### src/rtl/johnson_counter_n.sv
// Johnson / ring shift-register sequence counter with load, direction, wrap pulse and illegal detect.
// Optional JCNT_SELFCORRECT_EN: an enabled step from an illegal pattern reloads the reset value.
module johnson_counter_n #(
   parameter int unsigned W = 4
) (
   input  logic                         c,
   input  logic                         r,
   input  logic                         en,
   input  logic                         dir,
   input  logic                         mode,
   input  logic                         ld,
   input  logic [W-1:0]                 ld_val,
   output logic [W-1:0]                 q,
   output logic [$clog2(2*W)-1:0]       idx,
   output logic                         wrap,
   output logic                         illegal
);

   localparam int unsigned IW      = $clog2(2*W);
   localparam logic [W-1:0] ONES    = '1;
   localparam logic [W-1:0] RST_VAL = {1'b1, {(W-1){1'b0}}};

`ifdef JCNT_SELFCORRECT_EN
   localparam bit SELFCORRECT = 1'b1;
`else
   localparam bit SELFCORRECT = 1'b0;
`endif

   logic [W-1:0]  q_q, q_d;
   logic          wrap_q, wrap_d;
   logic          legal_c;
   logic [IW-1:0] idx_c;
   logic [IW-1:0] last_idx_c;
   logic [W-1:0]  pat_c;
   logic          fb_fwd_c, fb_rev_c;

   // Decode q against every legal pattern of the current mode; illegal patterns decode to 0
   always_comb begin
      legal_c = 1'b0;
      idx_c   = '0;
      pat_c   = '0;
      if (mode) begin
         for (int unsigned i = 0; i < W; i++) begin
            pat_c = RST_VAL >> i;
            if (q_q == pat_c) begin
               legal_c = 1'b1;
               idx_c   = IW'(i);
            end
         end
      end else begin
         for (int unsigned i = 0; i < 2*W; i++) begin
            if (i < W) pat_c = ~(ONES >> (i + 1));
            else       pat_c = ~(ONES << (2*W - 1 - i));
            if (q_q == pat_c) begin
               legal_c = 1'b1;
               idx_c   = IW'(i);
            end
         end
      end
   end

   // Next state: load beats step beats hold
   always_comb begin
      q_d        = q_q;
      wrap_d     = 1'b0;
      fb_fwd_c   = mode ? q_q[0]   : ~q_q[0];
      fb_rev_c   = mode ? q_q[W-1] : ~q_q[W-1];
      last_idx_c = mode ? IW'(W - 1) : IW'(2*W - 1);
      if (ld) begin
         q_d = ld_val;
      end else if (en) begin
         if (SELFCORRECT && !legal_c) begin
            q_d = RST_VAL;
         end else if (!dir) begin
            q_d    = {fb_fwd_c, q_q[W-1:1]};
            wrap_d = legal_c && (idx_c == last_idx_c);
         end else begin
            q_d    = {q_q[W-2:0], fb_rev_c};
            wrap_d = legal_c && (idx_c == '0);
         end
      end
   end

   always_ff @(posedge c) begin
      if (r) begin
         q_q    <= RST_VAL;
         wrap_q <= 1'b0;
      end else begin
         q_q    <= q_d;
         wrap_q <= wrap_d;
      end
   end

   assign q       = q_q;
   assign wrap    = wrap_q;
   assign idx     = idx_c;
   assign illegal = ~legal_c;

endmodule

### config.mk
export PLATFORM = sky130hd
export DESIGN_NAME = johnson_counter_n
export DESIGN_NICKNAME = d
export VERILOG_FILES = /design/src/rtl/johnson_counter_n.sv
export SDC_FILE = /design/constraint.sdc
export NUM_CORES = 1
export LEC_CHECK = 0
export CAP_MARGIN = 20
export CORE_ASPECT_RATIO = 1.5
export CORE_MARGIN = 3
export CORE_UTILIZATION = 25
export DETAILED_ROUTE_END_ITERATION = 10
export SYNTH_ARGS = -nofsm -noshare
export SYNTH_HDL_FRONTEND = slang
export SYNTH_SLANG_ARGS = --single-unit
### constraint.sdc
create_clock -name c -period 1.54 [get_ports c]
set_input_delay 0.308 -clock c [delete_from_list [all_inputs] [get_ports c]]
set_output_delay 0.308 -clock c [all_outputs]
set_load 0.02 [all_outputs]
# [After elaboration in Yosys (flattened, before gate mapping)]
# Cells that the tools add are included.
[totals] register_bits=5 in_bits=10 output_inout_bits=9 wordCells=63
[op_classes] n_eq_ne=13 muxes=39 n_bitwise=4 n_reduce_logical=5
[op_table] cell="$mux W4" n=11
[op_table] cell="$eq A4 B4 Y1" n=8
[op_table] cell="$mux W3" n=10
[op_table] cell="$mux W1" n=18
[op_table] cell="$eq A4 B1 Y1 const B" n=1
[op_table] cell="$eq A4 B2 Y1 const B" n=1
[op_table] cell="$eq A4 B3 Y1 const B" n=1
[op_table] cell="$eq A4 B4 Y1 const B" n=1
[op_table] cell="$not A1 Y1" n=4
[op_table] cell="$eq A3 B3 Y1" n=1
[op_table] cell="$logic_not A3 Y1" n=1
[op_table] cell="$reduce_or A3 Y1" n=1
[op_table] cell="$logic_and A1 B1 Y1" n=2
[op_table] cell="$reduce_bool A2 Y1" n=1

# [Depth between registers and ports, before layout]
# Gate-level depths: netlist (run 1).
[logic_depth] word_depth=13 ltp_mapped=6 ltp_nobuf=4

# [Least setup slack after synthesis (run 1)]
# OpenSTA, ideal clock, no wires.
[synth_timing] path_kind="register -> output" from="reg q_q[2] (netlist: q[2])" to="out idx[0]" arrival_time_ns=1.491 t_required_ns=1.232 slack_ns=-0.259 path_stages_with_launch=4 path_buffers=1 cell_sequence="dfxtp_1 clkbuf_1 xor2_1 o31ai_1"
[synth_between] elab_chain_cells=9 word_cells_on_any_way=21 cone_classes="eq/ne (10); mux (11)"
[synth_lines] element="start, declared" line="29" source="logic [W-1:0] q_q, q_d;"
[synth_lines] element="start signal, assigned" line="89" source="q_q <= q_d;"
[synth_lines] element="$eq A4 B4 Y1" line="54" source="if (q_q == pat_c) begin"
[synth_lines] element="$mux W1" line="54"
[synth_lines] element="$mux W3 (6 in a row)" line="54"
[synth_lines] element="$mux W3 (*)" line="42" source="if (mode) begin"
[synth_lines] element="end, declared" line="14" source="output logic [$clog2(2*W)-1:0] idx,"
# Mark *: on every way between the ends. The rest lies on a longest branch, timed or not.

# [Worst setup path after layout (run 1)]
[layout_timing] from="reg q_q[0] (netlist: q[0])" to="out illegal"
[layout_between] elab_chain_cells=11 word_cells_on_any_way=26 cone_classes="eq/ne (12); mux (13); bitwise (1)"
[layout_lines] element="$eq A4 B4 Y1" line="54"
[layout_lines] element="$mux W1 (8 in a row)" line="54"
[layout_lines] element="$mux W1 (*)" line="42"
[layout_lines] element="$not A1 Y1 (*)" line="97" source="assign illegal = ~legal_c;"
[layout_lines] element="end, declared" line="16" source="output logic illegal"
# Marks and branches as above.

==> run summary, run 1 <==
CTS tree -> yes
Vias/cell -> 5.12
Worst setup EP type -> output pin
Fin cells -> 145
Synth top cells by count -> nor2_1, a21oi_1, nand2_1, o21ai_0
Reg area -> 110 sq um
Arrival time at the worst endpoint -> 1.48 ns
CORE AREA -> 2100 sq um
CP required -> 1.23 ns
Worst R2R Setup Slack -> -0.15 ns
Worst hold path type -> in -> reg
Post-synth EDFFs -> 0
Final period util -> 1.16
Die Ht -> 64.6 um
Worst reg2reg path depth -> 6
Max-cap check violation count -> 0
CP Launch Type -> flip-flop
Worst Setup EP -> illegal
Worst Path Class, Setup -> reg -> out
Most frequent cell after synthesis -> nor2_1
RSZ-0062 raised after global routing -> yes
Failing checks -> negative setup slack
Critical path buffer and inverter count -> 1
Number of remaining DRC errors -> 0
Area grow syn2layout -> 76.4%
Crit Path Max Fanout -> 4
Sequential share of the synthesized area -> 0.175
Pre-Repair DR Iteration Count -> 4
#FFs+latches synth -> 5
Crit-path max cell delay -> 0.40 ns
Synthesized Nets -> 92
Routed WL per cell -> 13.1 um
Final hold violations -> 0
Max Slew Vio Count -> 0
Detail Route Antenna Nets -> 0
Max Clock Skew -> 0.00261 ns
Crit-path leading delay family -> simple AND/OR/NAND/NOR gates
Tmin final -> 1.79 ns
Ys Warns -> 0
Nets@finish -> 134
CTS root buf -> clkbuf_4
CTS clk-pin slew, worst paths -> 0.04 ns
Actual slew at the worst max-slew pin -> 0.364 ns
Final WL -> 1900 um
Placer congestion estimate -> 0.751
Fin Setup TNS -> -0.666 ns
Top-area cell type share of the netlist area -> 0.175
Filler instances -> 226
Number of setup violations in the final report -> 4
Largest net degree at the start of global routing -> 12
# H-tree levels -> 1
GRT overflow -> 0
Setup slack after layout -> -0.245 ns
Total GRT Usage -> 0.136
First-pass GRT wire length -> 2980 um
Synth top area cells -> dfxtp_1, xor2_1, nor2_1
IO Count -> 19
Layout cell share with drive strength beyond 1 -> 0.382
IO Port Bufs -> 18
Die W -> 45.1 um
Clock tree sinks -> 5
Synthesized area -> 573 sq um
Critical R2R Capture -> wrap
Number of global-route vias before repair -> 728
Worst relative slew slack -> 0.751
Iteration-0 DRC Markers -> 12
Mean post-synth cell area -> 6.99 sq um
ANT cells -> 0
DIE AREA -> 2910 sq um
Starting Density -> 0.273
Initial antenna violation count -> 0
Worst-Skew Late Latency -> 0.23 ns
Fmax -> 560 MHz
Leak -> 0.469 nW
Worst r2r src -> q[0]
Outcome -> finished, violations left
Slowest stage cell, crit path -> or3b_4
Dpl hpwl -> 1350 um
Pwr/cell area -> 606 nW/um^2
Cts hold-fix bufs -> 0
VDD IR-drop max -> 0.536 mV
Critical Path Source -> q[0]
Post-Syn Instances -> 82
DP Cell Count -> 134
Prevailing post-synth register cell -> dfxtp_1
Area leader, netlist -> dfxtp_1
Critical Path Stages -> 5
Synth cell types -> 33
Critical-path cell list -> or3b_4, o21ai_2, a32oi_2, and2_4, buf_6
CTS Buf Count -> 3
Site Rows -> 20
Post-synth ARST share -> 0
Area of the multi-input gates -> 432 sq um
CTS Buffer Depth -> 2
Via count -> 742
-- tightest hold or removal path: cells and delay by family --
family	cells	cell delay, ns
AOI/OAI and AO/OA	1	0.06
buffers and inverters	1	0.40
and+or+nand+nor	1	0.06
-- cell families after synthesis --
group | after synthesis | share of synthesized area
flops | 5 | 0.175
buf+inv | 14 | 0.114
compound gates | 28 | 0.345
mux | 3 | 0.0524
xor+xnor | 5 | 0.0764
simple gates | 27 | 0.238
-- state kept, by name, indices dropped and copies added (netlist names) --
register / count
q: 4
wrap: 1
-- report_power, final --
part           internal (mW)  total, mW  switching [mW]
combinational          0.170      0.316           0.146
clock                 0.0977      0.147          0.0491
sequential             0.139      0.150          0.0114
-- repair_timing --
item | 4_1_cts | 5_1_grt
pin swaps | 8 | 2
setup buffers | 5 | 2
gates cloned | 0 | 0
resized for setup | 39 | 2
setup endpoints to repair | 11 | 5
-- placed cells by master (no fill, tap or decap), drive strengths merged, types with 2 or more instances in the layout --
master and count:
o21ai 6, o211ai 2, nor2 9, dfxtp 5, a22o 2, nand2 6, xor2 4, a32oi 2
dlygate4sd2 4, buf 32, a21oi 6, inv 5, nor2b 3, mux2i 3, a211oi 2, clkdlybuf4s50 9
clkbuf 4, or3 2
-- routing by layer --
layer / routed length (um) / share of wire / vias to the layer above / track usage
met5: 0 / 0 / - / 0
met3: 59 / 0.031 / 4 / 0.0278
met4: 27 / 0.014 / 0 / 0.0440
met1: 709 / 0.37 / 343 / 0.132
met2: 1100 / 0.58 / 16 / 0.264
li1: - / - / 379 / -
-- layout make-up --
| cell class | count | area share |
|---|---|---|
| well taps | 22 | 0.0272 |
| repair buffers | 46 | 0.392 |
| clock buffers | 4 | 0.0260 |
| inverters | 5 | 0.0186 |
| flip-flops and latches | 5 | 0.109 |
| multi-input cells | 63 | 0.427 |
-- worst min path at each step --
stage,startpoint,to,slack [ns],depth (start not counted)
floorplan,r,q[0],0.37,1
global placement,q[1],wrap,0.71,3
detailed placement,q[1],wrap,0.71,3
CTS,ld_val[0],q[0],0.64,3
global route,ld_val[0],q[0],0.65,3
finish,ld_val[0],q[0],0.64,3
-- per-stage QoR --
| step | hold slack (ns) | power, mW | utilization | setup slack, ns | cell area, sq um |
|---|---|---|---|---|---|
| after global routing | 0.649 | 0.665 | 0.481 | -0.298 | 1010 |
| after detailed placement | 0.705 | 0.441 | 0.430 | -0.952 | 905 |
| after CTS | 0.636 | 0.609 | 0.468 | -0.270 | 985 |
| after floorplan | 0.370 | 0.309 | - | 0.00693 | 587 |
| after global placement | 0.714 | 0.437 | 0.430 | -0.926 | 905 |
| final | 0.636 | 0.613 | 0.481 | -0.245 | 1010 |
Note: power is estimated with default switching activity, not from simulation.
==> inputs of run 2 (changes only) <==
Settings changed: CAP_MARGIN 20 to unset.
==> results of run 2 <==
Final layout, timing and power as in run 1 (identical DEF).
